$ cat src/rtl/dance_pkg.sv
// Shared types and glyph tables for the dance matrix scanner.
// Glyphs are stored as active-high pixel columns; bit r lights row r.
package dance_pkg;

    localparam int unsigned GLYPH_ROWS      = 16;
    localparam int unsigned GLYPH_COLS      = 8;
    localparam int unsigned DEFAULT_TARGETS = 4;

    typedef enum logic {
        StShow,
        StCeleb
    } dance_state_e;

    typedef enum logic [1:0] {
        GlyphTarget,
        GlyphCelebA,
        GlyphCelebB
    } glyph_kind_e;

    typedef logic [GLYPH_ROWS-1:0] glyph_row_t;

    // Checkerboard pair; A and B are pixel-inverses so the toggle is obvious.
    localparam glyph_row_t CELEB_GLYPH_A [GLYPH_COLS] = '{
        16'hAAAA, 16'h5555, 16'hAAAA, 16'h5555,
        16'hAAAA, 16'h5555, 16'hAAAA, 16'h5555
    };

    localparam glyph_row_t CELEB_GLYPH_B [GLYPH_COLS] = '{
        16'h5555, 16'hAAAA, 16'h5555, 16'hAAAA,
        16'h5555, 16'hAAAA, 16'h5555, 16'hAAAA
    };

    // Arrow glyphs: 0 up, 1 down, 2 right, 3 left. Column 0 first.
    localparam glyph_row_t TARGET_GLYPHS [DEFAULT_TARGETS][GLYPH_COLS] = '{
        '{16'h0180, 16'h03C0, 16'h07E0, 16'h0FF0,
          16'h0180, 16'h0180, 16'h0180, 16'h0180},
        '{16'h0180, 16'h0180, 16'h0180, 16'h0180,
          16'h0FF0, 16'h07E0, 16'h03C0, 16'h0180},
        '{16'h0010, 16'h0030, 16'h0070, 16'h0FF0,
          16'h0FF0, 16'h0070, 16'h0030, 16'h0010},
        '{16'h0800, 16'h0C00, 16'h0E00, 16'h0FF0,
          16'h0FF0, 16'h0E00, 16'h0C00, 16'h0800}
    };

endpackage

$ cat src/rtl/dance_glyph_rom.sv
// Combinational glyph lookup: (glyph select, target index, column) -> active-low rows.
// Columns past the glyph width and rows past the glyph height are driven off.
module dance_glyph_rom
    import dance_pkg::*;
#(
    parameter int unsigned COLS        = 16,
    parameter int unsigned ROWS        = 16,
    parameter int unsigned NUM_TARGETS = 4,
    localparam int unsigned CW         = $clog2(COLS),
    localparam int unsigned TW         = $clog2(NUM_TARGETS)
) (
    input  logic [1:0]      glyph_sel,
    input  logic [TW-1:0]   glyph_idx,
    input  logic [CW-1:0]   col_sel,
    output logic [ROWS-1:0] row_n
);

    localparam int unsigned GCW = $clog2(GLYPH_COLS);

    glyph_row_t     px;
    logic [GCW-1:0] gcol;
    logic [1:0]     tsel;

    // Pick the pixel column, then invert into the active-low row drive.
    always_comb begin
        px   = '0;
        gcol = GCW'(col_sel);
        // Targets beyond the default table reuse it modulo its size.
        tsel = 2'(glyph_idx);
        if (32'(col_sel) < GLYPH_COLS) begin
            case (glyph_kind_e'(glyph_sel))
                GlyphCelebA: px = CELEB_GLYPH_A[gcol];
                GlyphCelebB: px = CELEB_GLYPH_B[gcol];
                default:     px = TARGET_GLYPHS[tsel][gcol];
            endcase
        end
        row_n = ~ROWS'(px);
    end

endmodule

$ cat src/rtl/dance_matrix_scanner.sv
// Dance-pad matrix scanner: column scan, frame divider, SHOW/CELEB game FSM.
// Optional build macro DANCE_SCORE_EN adds a saturating 8-bit hit score;
// without it score is tied to zero.
module dance_matrix_scanner
    import dance_pkg::*;
#(
    parameter int unsigned COLS         = 16,
    parameter int unsigned ROWS         = 16,
    parameter int unsigned NUM_TARGETS  = 4,
    parameter int unsigned FRAME_DIV    = 256,
    parameter int unsigned CELEB_FRAMES = 8,
    localparam int unsigned CW          = $clog2(COLS),
    localparam int unsigned TW          = $clog2(NUM_TARGETS)
) (
    input  logic            clk,
    input  logic            rst,
    input  logic [TW-1:0]   rand_num,
    input  logic            key_valid,
    input  logic [TW-1:0]   key_idx,
    output logic [CW-1:0]   col_sel,
    output logic [ROWS-1:0] row_n,
    output logic [TW-1:0]   target,
    output logic            hit_pulse,
    output logic            miss_pulse,
    output logic [7:0]      score
);

    localparam int unsigned DW  = $clog2(FRAME_DIV);
    localparam int unsigned CCW = (CELEB_FRAMES > 1) ? $clog2(CELEB_FRAMES + 1) : 1;

    logic [CW-1:0]  col_q;
    logic [DW-1:0]  div_q;
    logic           frame_tick;
    logic           key_hit;

    dance_state_e   state_q, state_d;
    logic [TW-1:0]  target_q, target_d;
    logic           anim_q, anim_d;
    logic [CCW-1:0] celeb_cnt_q, celeb_cnt_d;
    logic           hit_q, hit_d;
    logic           miss_q, miss_d;
    logic [1:0]     glyph_sel;

    assign frame_tick = (div_q == DW'(FRAME_DIV - 1));
    assign key_hit    = key_valid && (key_idx == target_q);

    // Free-running column scan and frame divider.
    always_ff @(posedge clk) begin
        if (rst) begin
            col_q <= '0;
            div_q <= '0;
        end else begin
            col_q <= col_q + CW'(1);
            div_q <= frame_tick ? '0 : div_q + DW'(1);
        end
    end

    // Game FSM next-state and pulse generation.
    always_comb begin
        state_d     = state_q;
        target_d    = target_q;
        anim_d      = anim_q;
        celeb_cnt_d = celeb_cnt_q;
        hit_d       = 1'b0;
        miss_d      = 1'b0;
        case (state_q)
            StShow: begin
                if (key_valid) begin
                    if (key_hit) begin
                        hit_d       = 1'b1;
                        state_d     = StCeleb;
                        celeb_cnt_d = '0;
                    end else begin
                        miss_d = 1'b1;
                    end
                end
                // A hit on the tick cycle keeps the target the player just matched.
                if (frame_tick && !key_hit) begin
                    target_d = rand_num;
                end
            end
            StCeleb: begin
                if (frame_tick) begin
                    anim_d      = ~anim_q;
                    celeb_cnt_d = celeb_cnt_q + CCW'(1);
                    if (celeb_cnt_q == CCW'(CELEB_FRAMES - 1)) begin
                        state_d  = StShow;
                        target_d = rand_num;
                    end
                end
            end
            default: state_d = StShow;
        endcase
    end

    // FSM and pulse registers.
    always_ff @(posedge clk) begin
        if (rst) begin
            state_q     <= StShow;
            target_q    <= '0;
            anim_q      <= 1'b0;
            celeb_cnt_q <= '0;
            hit_q       <= 1'b0;
            miss_q      <= 1'b0;
        end else begin
            state_q     <= state_d;
            target_q    <= target_d;
            anim_q      <= anim_d;
            celeb_cnt_q <= celeb_cnt_d;
            hit_q       <= hit_d;
            miss_q      <= miss_d;
        end
    end

`ifdef DANCE_SCORE_EN
    logic [7:0] score_q;

    // Score advances on the same edge that raises hit_pulse, saturating at 255.
    always_ff @(posedge clk) begin
        if (rst) begin
            score_q <= '0;
        end else if (hit_d && (score_q != 8'hFF)) begin
            score_q <= score_q + 8'd1;
        end
    end

    assign score = score_q;
`else
    assign score = 8'd0;
`endif

    assign glyph_sel  = (state_q == StShow) ? GlyphTarget :
                        (anim_q ? GlyphCelebB : GlyphCelebA);
    assign col_sel    = col_q;
    assign target     = target_q;
    assign hit_pulse  = hit_q;
    assign miss_pulse = miss_q;

    dance_glyph_rom #(
        .COLS        (COLS),
        .ROWS        (ROWS),
        .NUM_TARGETS (NUM_TARGETS)
    ) u_glyph_rom (
        .glyph_sel (glyph_sel),
        .glyph_idx (target_q),
        .col_sel   (col_q),
        .row_n     (row_n)
    );

endmodule

$ cat config.mk
export PLATFORM = sky130hd
export DESIGN_NAME = dance_matrix_scanner
export DESIGN_NICKNAME = d
export VERILOG_FILES = /design/src/rtl/dance_pkg.sv /design/src/rtl/dance_glyph_rom.sv /design/src/rtl/dance_matrix_scanner.sv
export SDC_FILE = /design/constraint.sdc
export NUM_CORES = 1
export LEC_CHECK = 0
export ABC_AREA = 1
export BUFFER_PORTS_ARGS = -buffer_cell sky130_fd_sc_hd__buf_2
export CORE_ASPECT_RATIO = 1.4
export CORE_MARGIN = 10
export CORE_UTILIZATION = 45
export DETAILED_ROUTE_END_ITERATION = 12
export GPL_ROUTABILITY_DRIVEN = 0
export GPL_TIMING_DRIVEN = 0
export PLACE_DENSITY = 0.82
export SLEW_MARGIN = 0
export SYNTH_ARGS = -nofsm -noshare
export SYNTH_HDL_FRONTEND = slang
export SYNTH_SLANG_ARGS = --single-unit
$ cat constraint.sdc
create_clock -name clk -period 1.6 [get_ports clk]
set_input_delay 0.16 -clock clk [delete_from_list [all_inputs] [get_ports clk]]
set_output_delay 0.16 -clock clk [all_outputs]
set_load 0.01 [all_outputs]
After elaboration in Yosys (flattened, before gate mapping)
Memories as Yosys holds them, arrays and structs flattened.
Cells that the tools add are included.
Widths: inputs -> output; s select.

storage, ports and cells
  register bits = 22
  bits in latches = 0
  RAM bits = 0
  ROM bits = 256
  bits of input ports = 7
  output and inout bits = 32
  logic and storage cells = 69
  memories kept = 2

memory list
  memory           words  bits a word  rd ports  clocked after Yosys merged registers in  wr ports  line                   text
  (no name shown)  8      16           1         0                                        0         dance_glyph_rom.sv:33  GlyphCelebB: px = CELEB_GLYPH_B[gcol];
  (no name shown)  8      16           1         0                                        0         dance_glyph_rom.sv:32  GlyphCelebA: px = CELEB_GLYPH_A[gcol];

cells by class
  add/sub/neg operators = 3
  multipliers = 0
  divide/modulo/power cells = 0
  $lt $le $gt $ge = 3
  equality and inequality tests = 10
  shift-type cells = 0
  mux-type cells = 28
  bitwise logic cells = 6
  reduce and logical (&&, ||, !) cells = 9

operator list
  operator             number
  $bmux 128 s2         1
  $mux 128             2
  $mux 16              7
  $bmux 16 s3          1
  $pmux 16 s2          1
  $not 16->16          1
  $mux 4               3
  $mux 2               5
  $add 4x1->4 const B  2
  $add 8x1->8 const B  1
  $eq 8x8->1 const B   1
  $ne 2x2->1 const B   4
  $pmux 4 s2           1
  $reduce_and 3->1     2
  $mux 1               5
  $eq 4x3->1 const B   1
  $ge 4x4->1 const B   1
  $lt 4x4->1 const B   1
  $not 3->4            1
  $pmux 2 s2           1
  $reduce_or 2->1      2
  $ge 3x3->1 const B   1
  $not 1->1            3
  $not 2->3            1
  9 further kinds      10

Depth between registers and ports, before layout
  depth after elaboration = 10
  depth in mapped cells = 8
  mapped depth without buffers = 8

Hierarchy
Synthesis repeated with hierarchy kept, for this count alone.

second synthesis, totals
  cell total of the unflattened synthesis = 228
  area, all modules = 1,607.8 µm²

by module, submodules not included
  module                instances  cells an instance  area each (µm²)  sequential area each (µm²)
  dance_matrix_scanner  1          129                1,053.5          440.4
  dance_glyph_rom       1          99                 554.3            0.0

Worst setup path after synthesis
Ideal clock, no wire load.

  kind = register to output
  from = reg target_q[0], in the netlist target[0]
  to = out row_n[6]
  data arrival time = 1.397 ns
  required time = 1.440 ns
  slack = 0.043 ns
  cell stages (with the launch flop) = 8
  buffers on the path = 0
  cell sequence = dfxtp_1 inv_1 ha_1 o21ai_0 nand3_1 nand3_1 nand3_1 nand2_1

on the way
  cells in the longest elaborated chain, start to end = 10

ends and longest elaborated chain
  item                                         line                         text
  start: declaration                           dance_matrix_scanner.sv:37   logic [TW-1:0] target_q, target_d;
  start signal: assignment                     dance_matrix_scanner.sv:107  target_q <= target_d;
  $not 2->3 (implied by the code)              dance_glyph_rom.sv:34        default: px = TARGET_GLYPHS[tsel][gcol];
  $bmux 128 s2                                 dance_glyph_rom.sv:34
  $mux 128 (implied by the code) (2 in a row)  dance_glyph_rom.sv:34
  $bmux 16 s3                                  dance_glyph_rom.sv:34
  $mux 16 (implied by the code) (2 in a row)   dance_glyph_rom.sv:34
  $pmux 16 s2                                  dance_glyph_rom.sv:31        case (glyph_kind_e'(glyph_sel))
  $mux 16                                      dance_glyph_rom.sv:30        if (32'(col_sel) < GLYPH_COLS) begin
  $not 16->16                                  dance_glyph_rom.sv:37        row_n = ~ROWS'(px);
  end: declaration                             dance_matrix_scanner.sv:21   output logic [ROWS-1:0] row_n,

Every way passes these cells. The select of a mux whose other input is x is not followed.

Worst setup path after layout
  from = reg target_q[0], in the netlist target[0]
  to = out row_n[9]

Same word-level chain as after synthesis.

==> flow_metrics.tcl <==
set metrics [dict create \
    antenna_cells 0 \
    critPathTopFamily "flip-flops" \
    dp_hpwl_mm 2.740 \
    synth.top_cells.by_count "46 x nand2_1, 25 x nor2_1, 22 x dfxtp_1, 22 x nand3_1, 21 x inv_1" \
    ctsHoldBuffers 0 \
    die_area_sq_um 5967 \
    drive_gt1_share_pct 37.22 \
    fin_cells 305 \
    cts-root-buf "clkbuf_8" \
    failed_checks "negative setup slack" \
    synth-seq-area-share_pct 30.09 \
    drtIter0Drc 124 \
    worst-setup-path-type "reg2out" \
    synth_edf_count 0 \
    cts_tree "done" \
    grt_start_max_net_pins 13 \
    setup-tns-final_ps -345.3 \
    final_hold_viol_count 0 \
    reg2reg_from "target[0]" \
    cts_buffer_depth 2 \
    syn_area_per_cell_sq_um 6.841 \
    dp.cells 289 \
    syn2layout_area_growth_pct 37.44 \
    netlist_area_sq_um 1464 \
    ant_nets 0 \
    timing.final.crit_share_pct 105.5 \
    num_vias 1565 \
    core_sq_um 3123 \
    setup_violations 6 \
    grt_remaining_overflow 0 \
    syn_inst 214 \
    yosys_register_bits 22 \
    grt_pass1_vias 1394 \
    fill_cells 270 \
    yosysWarnings 0 \
    switching_share_pct 29.21 \
    worstHoldEndpoint "target[1]" \
    wl_mm 4.042 \
    grt_usage_pct 12.57 \
    synth.most_common_cell "nand2_1" \
    ioPinCount 39 \
    seq_power_share_pct 44.4 \
    numCtsBuffers 3 \
    whs_path_depth 4 \
    power.total_mw 1.302 \
    p_comb_share_pct 25.4 \
    p_sw_uw 380.3 \
    critical_path_buf_inv_count 3 \
    internal_power_uw 921.8 \
    power_density_nw_per_um2 647.2 \
    fmax_mhz 592.7 \
    hold_ws_ps 222.5 \
    placement_rows 24 \
    seq_area_sq_um 459.2 \
    status "finished with violations" \
    hp-start "rand_num[1]" \
    synthFlopType "dfxtp_1" \
    ys_async_sr_fraction_pct 0 \
    min_period_ps 1687 \
    clk_pin_slew_ps 80 \
    synth_top_area_share_pct 30.09 \
    synth_area_leaders "dfxtp_1 30%, nand2_1 12%, ha_1 7.7%" \
    post_drt_wl_per_cell_microns 13.25 \
    first_pass_iters 5 \
    htree_levels 1 \
    finalMaxSlewViolations 0 \
    reg2reg_depth 7 \
    cp_cell_sequence "inv_8 > ha_4 > inv_2 > o21ai_2 > nand2_1 > nand3_1 > nand3_1 > nand2_1 > buf_2" \
    fin_skew_ps 5.709 \
    die-height_microns 87.49 \
    port_buffers 29 \
    vdd_ir_drop_max_v 0.0007474 \
    antenna_found_initial 0 \
    cp_max_fo 7 \
    worstPathRequired_ps 1440 \
    dp_slack_ps -198.8 \
    min_path_type "in2reg" \
    pwr-share-clk_pct 30.2 \
    worstSetupStartpointType "flip-flop" \
    r2r_slack_ps 50 \
    grt_pass1_wl_mm 6.141 \
    worstReg2RegEnd "target[0]" \
    yosysUniqueCellTypes 27 \
    finalNetCount 283 \
    cpMaxStageDelayCell "dfxtp_4" \
    die_w_microns 68.21 \
    multi_input_area_sq_um 960.9 \
    viasPerCell 5.131 \
    yosys.area.top_type "dfxtp_1" \
    p_leak_nw 0.9424 \
    cap_violations 0 \
    rsz0062_at_grt "yes" \
    setup_slack_ps -87.21 \
    start_util_pct 46.88 \
    arrival_ps 1530 \
    cts_sinks 22 \
    clk_latency_ps 260 \
    slowest_delay_ps 390 \
    drt_drc_violations_left 0 \
    worstSetupEndpointType "output port" \
]
-- worst min-delay path, stage by stage --
cell	delay [ps]
buf_2	80
nand3b_1	90
nand2_1	50
nor2_1	80
-- metal layers --
metal	GRT usage (%)	part of all wire (%)	routed length (microns)
met5	0	0	0
met4	5.688	2.9	119
met1	13.70	38	1556
met3	1.675	5.4	217
met2	22.75	53	2148
-- power by group through the flow --
stage / Clock (mW) / Combinational [mW] / Sequential [mW]
floorplan: 0 / 0.202 / 0.592
global placement: 0 / 0.287 / 0.589
detailed placement: 0 / 0.292 / 0.590
CTS: 0.394 / 0.315 / 0.572
global route: 0.417 / 0.367 / 0.581
finish: 0.393 / 0.331 / 0.578
-- repair_timing --
| action | 4_1_cts | 5_1_grt |
|---|---|---|
| endpoints found under the setup margin | 16 | 18 |
| pin swaps | 6 | 10 |
| resized for setup | 36 | 24 |
| buffers inserted | 8 | 5 |
-- registers in the layout (all words and copies together) (netlist names) --
signal and cells:
anim_q 1, celeb_cnt_q 4, col_sel 4, div_q 8, hit_pulse 1, miss_pulse 1
state_q 1, target 2
-- final cells by class --
class	count	share of cell area [%]
timing repair buffer	42	12.44
buffer	18	7.090
sequential	22	22.82
clock buffer	4	2.736
tap	39	2.425
multi-input combinational	158	47.76
inverter	22	4.726
-- cells by family after synthesis --
family / synth area share (%)
DFF: 30.09
AOI/OAI and AO/OA: 13.16
xor gates and xnor gates: 3.590
buffers and inverters: 15.47
adders and majority gates: 7.692
other: 0.2562
and+or+nand+nor: 29.74
-- metrics by stage --
step / utilization, % / cell area, sq um
2_1_floorplan: - / 1490
3_3_place_gp: 53.93 / 1684
3_5_place_dp: 53.93 / 1684
4_1_cts: 61.02 / 1906
5_1_grt: 64.42 / 2012
6_report: 64.42 / 2012
-- how the worst max path moves through the flow --
stage	startpoint	to	slack, ps	cells past startpoint
CTS	target[0]	row_n[10]	-90	9
detailed placement	target[0]	row_n[9]	-200	9
finish	target[0]	row_n[9]	-90	9
floorplan	target[0]	row_n[6]	40	7
global route	target[1]	row_n[9]	-160	9
global placement	target[0]	row_n[9]	-160	9
-- layout by cell type, fill, tap and decap left out, drive strengths merged --
master,count
nand3b,2
conb,8
xor2,2
ha,9
o2111ai,1
xnor2,4
dfxtp,22
nor3,1
nand3,24
clkbuf,5
nand2,46
a21oi,14
nor2,26
nand4,1
inv,22
buf,59
or2,1
o211ai,2
o21a,1
o21ai,16
(Power assumes the default switching activity.)
